--- src/rtl/ps2_host_tx.sv ---
`default_nettype none
// ============================================================================
// Module : ps2_host_tx
// Host-to-device PS/2 command transmitter driving open-drain clock/data lines.
// Rev    : 1.0
// ============================================================================
module ps2_host_tx #(
  parameter int INHIBIT_CYCLES = 12000,
  parameter int REQ_CYCLES     = 200,
  parameter int FILTER_CYCLES  = 8,
  parameter int TIMEOUT_CYCLES = 2000000
) (
  input  logic       clk,
  input  logic       resetn,
  input  logic [7:0] tx_data,
  input  logic       tx_valid,
  output logic       tx_ready,
  output logic       busy,
  output logic       tx_done,
  output logic       tx_err,
  input  logic       ps2clk_in,
  input  logic       ps2dat_in,
  output logic       ps2clk_oe,
  output logic       ps2dat_oe
);

  localparam int CW = $clog2((INHIBIT_CYCLES > REQ_CYCLES) ? INHIBIT_CYCLES : REQ_CYCLES) + 1;
  localparam int TW = $clog2(TIMEOUT_CYCLES) + 1;
  localparam int FW = $clog2(FILTER_CYCLES) + 1;

  localparam logic [CW-1:0] c_inh_last = CW'(INHIBIT_CYCLES - 1);
  localparam logic [CW-1:0] c_req_last = CW'(REQ_CYCLES - 1);
  localparam logic [TW-1:0] c_to_last  = TW'(TIMEOUT_CYCLES - 1);
  localparam logic [FW-1:0] c_flt_last = FW'(FILTER_CYCLES - 1);

  localparam logic [2:0] c_st_idle    = 3'd0;
  localparam logic [2:0] c_st_inhibit = 3'd1;
  localparam logic [2:0] c_st_req     = 3'd2;
  localparam logic [2:0] c_st_bits    = 3'd3;
  localparam logic [2:0] c_st_ack     = 3'd4;
  localparam logic [2:0] c_st_wait    = 3'd5;

  logic [1:0] w_raw;
  logic [1:0] w_filt;
  logic       w_fall;
  logic       w_idle;

  assign w_raw = {ps2dat_in, ps2clk_in};

  // Index 0 is the clock line, index 1 the data line; both idle high.
  for (genvar gi = 0; gi < 2; gi++) begin : g_filter
    logic          r_s1;
    logic          r_s2;
    logic          r_f;
    logic [FW-1:0] r_fcnt;

    always_ff @(posedge clk or negedge resetn) begin
      if (!resetn) begin
        r_s1   <= 1'b1;
        r_s2   <= 1'b1;
        r_f    <= 1'b1;
        r_fcnt <= '0;
      end else begin
        r_s1 <= w_raw[gi];
        r_s2 <= r_s1;
        if (r_s2 == r_f) begin
          r_fcnt <= '0;
        end else if (r_fcnt == c_flt_last) begin
          r_f    <= r_s2;
          r_fcnt <= '0;
        end else begin
          r_fcnt <= r_fcnt + 1'b1;
        end
      end
    end

    assign w_filt[gi] = r_f;
  end

  logic [2:0]    r_state;
  logic [CW-1:0] r_cnt;
  logic [TW-1:0] r_to;
  logic [3:0]    r_idx;
  logic [7:0]    r_data;
  logic          r_par;
  logic          r_clk_d;
  logic          r_clk_oe;
  logic          r_dat_oe;
  logic          r_done;
  logic          r_err;

  assign w_fall = r_clk_d & ~w_filt[0];
  assign w_idle = (r_state == c_st_idle);

  always_ff @(posedge clk or negedge resetn) begin
    if (!resetn) begin
      r_state  <= c_st_idle;
      r_cnt    <= '0;
      r_to     <= '0;
      r_idx    <= '0;
      r_data   <= '0;
      r_par    <= 1'b0;
      r_clk_d  <= 1'b1;
      r_clk_oe <= 1'b0;
      r_dat_oe <= 1'b0;
      r_done   <= 1'b0;
      r_err    <= 1'b0;
    end else begin
      r_clk_d <= w_filt[0];
      r_done  <= 1'b0;
      r_err   <= 1'b0;
      case (r_state)
        c_st_idle: begin
          if (tx_valid) begin
            r_data   <= tx_data;
            r_par    <= ~^tx_data;
            r_clk_oe <= 1'b1;
            r_cnt    <= '0;
            r_state  <= c_st_inhibit;
          end
        end
        c_st_inhibit: begin
          if (r_cnt == c_inh_last) begin
            r_cnt    <= '0;
            r_dat_oe <= 1'b1;
            r_state  <= c_st_req;
          end else begin
            r_cnt <= r_cnt + 1'b1;
          end
        end
        c_st_req: begin
          if (r_cnt == c_req_last) begin
            r_cnt    <= '0;
            r_to     <= '0;
            r_idx    <= '0;
            r_clk_oe <= 1'b0;
            r_state  <= c_st_bits;
          end else begin
            r_cnt <= r_cnt + 1'b1;
          end
        end
        c_st_bits, c_st_ack, c_st_wait: begin
          if (w_fall) begin
            r_to <= '0;
          end else begin
            r_to <= r_to + 1'b1;
          end
          if (r_state == c_st_bits && w_fall) begin
            // Fall n presents bit n-1 of {stop, parity, data[7:0]}.
            r_idx <= r_idx + 1'b1;
            if (r_idx < 4'd8) begin
              r_dat_oe <= ~r_data[r_idx[2:0]];
            end else if (r_idx == 4'd8) begin
              r_dat_oe <= ~r_par;
            end else begin
              r_dat_oe <= 1'b0;
              r_state  <= c_st_ack;
            end
          end else if (r_state == c_st_ack && w_fall) begin
            if (!w_filt[1]) begin
              r_state <= c_st_wait;
            end else begin
              r_err   <= 1'b1;
              r_state <= c_st_idle;
            end
          end else if (r_state == c_st_wait && w_filt[0] && w_filt[1]) begin
            r_done  <= 1'b1;
            r_state <= c_st_idle;
          end else if (!w_fall && r_to == c_to_last) begin
            r_clk_oe <= 1'b0;
            r_dat_oe <= 1'b0;
            r_err    <= 1'b1;
            r_state  <= c_st_idle;
          end
        end
        default: begin
          r_clk_oe <= 1'b0;
          r_dat_oe <= 1'b0;
          r_state  <= c_st_idle;
        end
      endcase
    end
  end

  assign tx_ready  = w_idle;
  assign busy      = ~w_idle;
  assign tx_done   = r_done;
  assign tx_err    = r_err;
  assign ps2clk_oe = r_clk_oe;
  assign ps2dat_oe = r_dat_oe;

endmodule
`default_nettype wire
--- config.mk ---
export PLATFORM = sky130hd
export DESIGN_NAME = ps2_host_tx
export DESIGN_NICKNAME = d
export VERILOG_FILES = /design/src/rtl/ps2_host_tx.sv
export SDC_FILE = /design/constraint.sdc
export NUM_CORES = 1
export LEC_CHECK = 0
export CAP_MARGIN = 15
export CORE_UTILIZATION = 35
export DETAILED_ROUTE_END_ITERATION = 10
export PLACE_DENSITY = 0.64
export SYNTH_ARGS = -nofsm -noshare
export SYNTH_HDL_FRONTEND = slang
export SYNTH_SLANG_ARGS = --single-unit
--- constraint.sdc ---
create_clock -name clk -period 2.4 [get_ports clk]
set_clock_uncertainty 0.1 [all_clocks]
set_input_delay 0.24 -clock clk [delete_from_list [all_inputs] [get_ports clk]]
set_output_delay 0.24 -clock clk [all_outputs]
set_load 0.05 [all_outputs]
# --- After elaboration in Yosys (flattened, before gate mapping) ---
# Cells that the tools add are included.
op_classes:
  eq_ne: 27
  bitwise: 9
  n_addsub: 5
  shifts: 0
  mux: 49
  magnitude_cmp: 2
  div_mod_pow: 0
  mul: 0
  reduce_logical: 21
ops:
  columns: ["operator", "n"]
  rows:
  - ["two-way mux 15 bit", 3]
  - ["one-hot mux 15 bit (3 select lines)", 1]
  - ["two-way mux 22 bit", 2]
  - ["one-hot mux 22 bit (2 select lines)", 1]
  - ["two-way mux 3 bit", 10]
  - ["two-way mux 4 bit", 6]
  - ["adder 22 x 1 -> 22 bit, second input constant", 1]
  - ["== test 22 x 21 -> 1 bit, second input constant", 1]
  - ["two-way mux 1 bit", 21]
  - ["!= test 2 bit, second input constant", 8]
  - ["adder 15 x 1 -> 15 bit, second input constant", 1]
  - ["== test 15 x 14 -> 1 bit, second input constant", 1]
  - ["== test 15 x 8 -> 1 bit, second input constant", 1]
  - ["!= test 3 bit, second input constant", 5]
  - ["adder 4 x 1 -> 4 bit, second input constant", 3]
  - ["one-hot mux 3 bit (4 select lines)", 1]
  - ["AND reduction 2 bit", 5]
  - ["== test 4 x 3 -> 1 bit, second input constant", 2]
  - ["inverter 1 bit", 8]
  - ["one-hot mux 4 bit (2 select lines)", 1]
  - ["XNOR reduction 8 bit", 1]
  - ["AND reduction 7 bit", 1]
  - ["== test 3 x 2 -> 1 bit, second input constant", 2]
  - ["== test 3 bit, second input constant", 2]
  - ["other kinds (20)", 25]
word_totals:
  mem_bits_ro: 0
  wordCells: 132
  inputBits: 13
  ramBits: 0
  latch_bits: 0
  register_bits: 72
  out_inout_bits: 6
  mem_count: 0

# --- Longest topological paths before layout ---
# Gate-level depths: netlist (run 1).
depth:
  depth_word: 9
  ltp_mapped: 8
  mapped_depth_nobuf: 7

# --- Worst setup path after synthesis (run 1) ---
# No wires, ideal clock.
synth_path:
  path_type: "register to register"
  start: "register r_state[2]"
  end: "register r_data[0]"
  path_stages_with_launch: 7
  setup_slack_ns: -0.289
  synth_period_minus_slack_ns: 2.689
  arrival_time_ns: 2.464
  setup_ns: 0.125
  cell_sequence: "dfrtp_1 > clkbuf_1 > or3_1 > inv_1 > and2_1 > clkbuf_1 > mux2_2"
synth_between:
  elab_chain_cells: 2
synth_rtl:
  columns: ["element", "line", "text"]
  rows:
  - ["from (decl)", "80", "logic [2:0] r_state;"]
  - ["from (signal assigned)", "97", "r_state <= c_st_idle;"]
  - ["from (signal assigned)", "119", "r_state <= c_st_inhibit;"]
  - ["from (signal assigned)", "126", "r_state <= c_st_req;"]
  - ["logical NOT 3 bit", null, null]
  - ["named net tx_ready", "17", "output logic tx_ready,"]
  - ["AND reduction 2 bit (no source line)", null, null]
  - ["to (signal assigned)", "115", "r_data <= tx_data;"]
  - ["to (decl)", "84", "logic [7:0] r_data;"]
# The timed path passes the listed nets, and every way through them passes these cells.
# A chain may end at the register's enable or synchronous reset.

# --- Worst setup path in the final report (run 1) ---
layout_path:
  start: "register r_cnt[1]"
  end: "register r_state[0]"
layout_between:
  elab_chain_cells: 3
  word_cells_on_any_way: 5
layout_rtl:
  columns: ["element", "line", "text"]
  rows:
  - ["from (decl)", "81", "logic [CW-1:0] r_cnt;"]
  - ["from (signal assigned)", "128", "r_cnt <= r_cnt + 1'b1;"]
  - ["from (signal assigned)", "139", "r_cnt <= r_cnt + 1'b1;"]
  - ["== test 15 x 8 -> 1 bit or == test 15 x 14 -> 1 bit (tied branches)", "132, 123", null]
  - ["!= test 2 bit (no source line)", null, null]
  - ["AND reduction 6 bit (no source line) *", null, null]
  - ["to (signal assigned)", "126", null]
  - ["to (signal assigned)", "137", "r_state <= c_st_bits;"]
  - ["to (signal assigned)", "157", "r_state <= c_st_ack;"]
# Mark *: on every way between the ends. The rest lies on a longest branch, timed or not.

==> results of run 1 <==
==> flip-flops by register name (all words and copies together), names as in the netlist, 2 cells and up <==
name             flops
g_filter.r_f         2
g_filter.r_s1        2
r_idx                4
r_data               8
r_cnt               15
g_filter.r_fcnt      8
r_state              3
g_filter.r_s2        2
r_to                22
==> cell families after synthesis <==
family,share of synthesized area [%]
buffers and inverters,2.81
flip-flops,47.4
AO/OA/AOI/OAI,19.5
AND/OR/NAND/NOR,20.0
XOR/XNOR,2.52
multiplexers,5.83
adder cells (fa/ha/maj),1.96
==> per-stage QoR <==
step	total power, mW	util, %	hold WS (ps)	setup slack [ps]
after detailed placement	1.63	41.8	202	-123
final	2.55	45.2	199	42.2
after global routing	2.67	45.2	188	-45.5
after global placement	1.62	41.8	198	-58.7
after CTS	2.58	44.3	189	-46.7
after floorplan	1.53	-	-156	7.11
==> worst max-delay path: stages (launching register included) <==
cell	delay (ps)
dfrtp_1	360
ha_2	190
or4b_4	470
o41ai_4	220
buf_6	180
buf_6	120
a2bb2oi_4	200
nand3_2	100
mux2_2	300
==> where the power goes <==
part           total, mW  internal (mW)  leakage, nW  switching, mW
Combinational      0.256          0.121        0.939          0.136
Sequential          1.36           1.30        0.941         0.0641
Clock              0.929          0.476       0.0960          0.453
==> final timing paths <==
kind | start | to | depth (start not counted)
min | ps2clk_in | g_filter[0].r_s1 | 1
min in group asynchronous | resetn | r_to[0] | 3
max | r_cnt[1] | r_state[0] | 8
min reg2reg | g_filter[1].r_s1 | g_filter[1].r_s2 | 0
max reg2reg | r_cnt[1] | r_state[0] | 8
max in group asynchronous | resetn | g_filter[1].r_f | 3
==> layer usage <==
layer | routed length (um) | share of wire (%)
met1 | 4090 | 47
met2 | 4140 | 48
met3 | 259 | 3.0
met4 | 166 | 1.9
met5 | 0 | 0
==> cell usage in the layout (no fill, tap or decap), types with 3 or more instances in the layout <==
| cell type | n |
|---|---|
| a21o_1 | 7 |
| a21oi_1 | 24 |
| a21oi_2 | 6 |
| a22o_1 | 5 |
| a31oi_1 | 7 |
| and2_1 | 3 |
| and3_1 | 6 |
| and4_1 | 4 |
| buf_4 | 31 |
| buf_6 | 5 |
| clkbuf_8 | 9 |
| clkdlybuf4s50_1 | 15 |
| clkinv_2 | 3 |
| dfrtp_1 | 65 |
| dfstp_2 | 7 |
| ha_1 | 5 |
| inv_1 | 13 |
| mux2_2 | 14 |
| nand2_1 | 21 |
| nand3_1 | 20 |
| nand4_1 | 10 |
| nor2_1 | 25 |
| nor2b_1 | 8 |
| nor3_1 | 9 |
| nor4_1 | 3 |
| nor4b_1 | 4 |
| o21a_1 | 3 |
| o21ai_0 | 27 |
| o221ai_1 | 3 |
| o31ai_1 | 10 |
| or3_1 | 5 |
| or4_1 | 4 |
| or4_4 | 4 |
| xnor2_1 | 11 |
==> layout make-up <==
class	instances	share of cell area (%)
repair buffers	55	10.2
clock inverters	6	1.30
clock buffers	10	2.70
inverters	14	1.19
well taps	136	3.60
multi-input cells	288	42.7
flip-flops and latches	72	38.3
==> timing repair <==
action	in CTS	in global routing
buffers inserted	3	1
gates resized for setup	7	19
endpoints found under the setup margin	12	33
gates cloned	0	1
endpoints found under the hold margin	65	0
hold buffers	1	0
pin swaps	5	6
==> run summary, run 1 <==
status = finished, final reports clean
Synth Cell Area = 0.00382 mm2
Final TNS setup = 0 ps
Wirelength per Cell = 14.9 um
LEAKAGE = 1.98 nW
Finished Cell Area = 0.00472 mm2
maxcap violations = 0
largest net degree at the start of global routing = 73
Die Y = 107 um
register area share after synthesis = 47.4%
Final Setup Violations = 0
Clock Sinks = 72
RSZ-0062 raised after global routing = yes
starting density of the core = 36.5%
IR Drop Worst-Case VDD = 0.000273 V
post-route ant nets = 0
Root Buffer = clkbuf_8
Yosys reg bits = 72
Clk Latency, worst-skew pair = 350 ps
CTS H-tree lvls = 3
WP data required = 2530 ps
Seq. cell area = 0.00181 mm2
Remaining DRCs = 0
Port Buffer Count = 18
io pins = 19
CTS tree = yes
Die W = 107 um
crit end category = register
fill count = 1031
layout cell share with drive strength beyond 1 = 22.9%
antenna violations before repair = 0
Post-synth top flop = dfrtp_1
synth cell count leaders = dfrtp_1 (65), a21oi_1 (29), o21ai_0 (29)
dominant cells by area after synthesis = dfrtp_1 (43%), dfstp_2 (4.8%), mux2_2 (4.1%), a21oi_1 (3.8%), o21ai_0 (3.8%)
DRT iter0 DRCs = 183
first-pass GRT wire length = 15000 um
DIE AREA = 0.0113 mm2
fin crit period = 2360 ps
most common cell in the netlist = dfrtp_1
vias in the first global route = 3223
gr usage total = 16.4%
CP Launch Type = register
critical path class = reg -> reg
ys async rst share = 100%
met3 usage = 3.68%
# nets final = 459
Non-Filler Instances = 581
net count after synthesis = 406
Post-synth EDFFs = 0
grt peak-use layer = met2
synthesized instance count = 387
worst min path class = in -> reg
post-synth top area cell = dfrtp_1
fin. max-slew vios = 0
post-synthesis cell type count = 51
met2 usage = 26.0%
Final GP Congestion = 0.831
# diodes = 0
top-area cell type share of the netlist area = 42.6%
vias per cell = 5.59
Final Hold Violating Endpoints = 0
cts bufs inserted = 9
Mapped Avg Cell Area = 9.88 um2
Overflow after GRT = 0
Placed Area = 0.00438 mm2
P&R area growth vs syn = 23.6%
CORE AREA = 0.0105 mm2
detailed-route via count = 3250
Arrival @ worst endpoint = 2490 ps
Rel. slew slack = 63.3%
R2R setup slack = 40 ps
CP Max Fanout = 4
post-detail-place hpwl = 5920 um
met1 Use GR = 21.6%
placed insts = 559
Pre-antenna DRT Iters = 4
Std-Cell Rows = 37
PwrDens = 539 mW/mm2
final WL = 8650 um
Tcrit/Tclk final = 98.2%
Worst-Margin Slew = 549 ps
area of the multi-input gates = 0.00202 mm2
clk buf depth = 2
synth warn = 0
Max Clock Freq = 424 MHz
Reg clk slew, reported paths = 80 ps
(Power assumes the default switching activity.)
==> inputs of run 2 (changes only) <==
--- a/config.mk
+++ b/config.mk
@@ -5,6 +5,7 @@
 export SDC_FILE = /design/constraint.sdc
 export NUM_CORES = 1
 export LEC_CHECK = 0
+export ABC_CLOCK_PERIOD_IN_PS = 2400
 export CAP_MARGIN = 15
 export CORE_UTILIZATION = 35
 export DETAILED_ROUTE_END_ITERATION = 10
==> results of run 2 <==
No change in the layout: final DEF, timing and power equal those of run 1.
==> inputs of run 3 (changes only) <==
==> config.mk (replaced) <==
export PLATFORM = sky130hd
export DESIGN_NAME = ps2_host_tx
export DESIGN_NICKNAME = d
export VERILOG_FILES = /design/src/rtl/ps2_host_tx.sv
export SDC_FILE = /design/constraint.sdc
export NUM_CORES = 1
export LEC_CHECK = 0
export ABC_CLOCK_PERIOD_IN_PS = 2700
export CORE_UTILIZATION = 35
export DETAILED_ROUTE_END_ITERATION = 10
export PLACE_DENSITY = 0.62
export SYNTH_ARGS = -nofsm -noshare
export SYNTH_HDL_FRONTEND = slang
export SYNTH_SLANG_ARGS = --single-unit
==> constraint.sdc (replaced) <==
create_clock -name clk -period 2.7 [get_ports clk]
set_clock_uncertainty 0.1 [all_clocks]
set_input_delay 0.27 -clock clk [delete_from_list [all_inputs] [get_ports clk]]
set_output_delay 0.27 -clock clk [all_outputs]
set_load 0.05 [all_outputs]
==> run summary, run 3 (synthesis gave the netlist of run 1 again) <==
IR Drop Worst-Case VDD = 0.000220 V
post-route ant nets = 0
Worst-Margin Slew = 799 ps
WP data required = 2870 ps
P&R area growth vs syn = 16.8%
layout cell share with drive strength beyond 1 = 14.4%
Final TNS setup = 0 ps
RSZ-0062 raised after global routing = yes
cts bufs inserted = 9
Remaining DRCs = 0
Hold Path Cell Cnt = 1
Die W = 107 um
Clk Latency, worst-skew pair = 350 ps
Clock Sinks = 72
Top Registers = r_to: 22 flops, r_cnt: 15 flops
DIE AREA = 0.0113 mm2
Final Hold Violating Endpoints = 0
vias in the first global route = 2975
CP Launch Type = register
Final Setup Violations = 0
Std-Cell Rows = 37
Reg clk slew, reported paths = 80 ps
Reg2Reg Launch Point = r_cnt[1]
# nets final = 438
Max Clock Freq = 383 MHz
PwrDens = 513 mW/mm2
CTS tree = yes
fin crit period = 2610 ps
most common library cell in the layout ignoring fill and taps = dfrtp_1
Final GP Congestion = 0.892
LEAKAGE = 1.87 nW
crit end category = register
gr usage total = 15.4%
CTS H-tree lvls = 3
io pins = 19
Non-Filler Instances = 560
antenna violations before repair = 0
Setup Fix Bufs, Post-CTS = 0
# diodes = 0
number of flip-flops in the largest register = 22
placed insts = 543
Biggest register = r_to
Port Buffer Count = 18
DRT iter0 DRCs = 205
Wirelength per Cell = 14.6 um
status = finished, final reports clean
CORE AREA = 0.0105 mm2
fin. max-slew vios = 0
detailed-route via count = 3127
path depth of the worst reg2reg path = 6
Tcrit/Tclk final = 96.8%
commonest non-fill, non-tap cells in the layout = dfrtp_1 (65), a21oi_1 (29), o21ai_0 (29), nor2_1 (25), nand3_1 (22)
CP startpoint = r_cnt[1]
Hold Path Origin = ps2dat_in
Arrival @ worst endpoint = 2780 ps
starting density of the core = 36.5%
fin util = 42.7%
Die Y = 107 um
vias per cell = 5.58
maxcap violations = 0
post-detail-place hpwl = 5760 um
worst min path class = in -> reg
clk buf depth = 2
first-pass GRT wire length = 14000 um
CP Max Fanout = 13
Pre-antenna DRT Iters = 6
Root Buffer = clkbuf_8
final WL = 8160 um
Overflow after GRT = 0
critical path class = reg -> reg
largest net degree at the start of global routing = 51
Rel. slew slack = 46.6%
## run 3: cell count changes in the layout (fill, tap and decap cells not counted), moves of 4 or more
cell	change
or4_1	+4
buf_4	-16
buf_6	-5
a21oi_2	-5
or4_4	-4
a21oi_1	+5
## run 3: per-layer routing
metal	vias up	share of wire, %	track usage [%]
met2	58	47	24.7
met1	1532	48	20.3
met3	16	3.0	2.45
met4	0	2.2	7.53
li1	1521	-	-
met5	-	0	0
## run 3: critical path, cell delays in order (launching register included)
cell and delay (ps):
dfrtp_1 390, ha_1 220, or4b_4 490, o41ai_4 400, a21oi_2 220, or4_1 550, a21oi_1 150
## run 3: metrics by stage
step | hold WS (ps) | power [mW] | area, um2 | setup slack (ps)
2_1_floorplan | -126 | 1.36 | 3820 | 10.9
3_3_place_gp | 205 | 1.44 | 4250 | 187
3_5_place_dp | 205 | 1.46 | 4250 | 113
4_1_cts | 211 | 2.33 | 4450 | 94.2
5_1_grt | 208 | 2.40 | 4460 | -8.01
6_report | 228 | 2.29 | 4460 | 87.3
## run 3: layout make-up
cell class / count / area [um2]
clock buffers: 11 / 141
well taps: 136 / 170
clock inverters: 5 / 56.3
multi-input cells: 287 / 1920
inverters: 14 / 52.6
fillers: 1040 / 6000
repair buffers: 35 / 318
flip-flops and latches: 72 / 1810
## run 3: path summary, 6_finish.rpt
check	to	slack (ps)
setup / recovery	r_to[14]	90
hold / removal	g_filter[1].r_s1	230
setup reg to reg	r_to[14]	90
hold reg to reg	g_filter[0].r_s2	260
max in group asynchronous	g_filter[0].r_s1	1450
min in group asynchronous	r_cnt[9]	340
## run 3: timing repair
item | CTS | global route
hold buffers | 1 | 0
hold endpoints to repair | 19 | 0
setup endpoints to repair | 0 | 3
gates resized for setup | 0 | 1
## run 3: where the power goes
group	switching, mW	leakage [nW]	total [mW]	internal, mW
combinational	0.117	0.827	0.225	0.109
clock	0.405	0.0993	0.856	0.451
sequential	0.0555	0.941	1.21	1.15
total	0.578	1.87	2.29	1.71
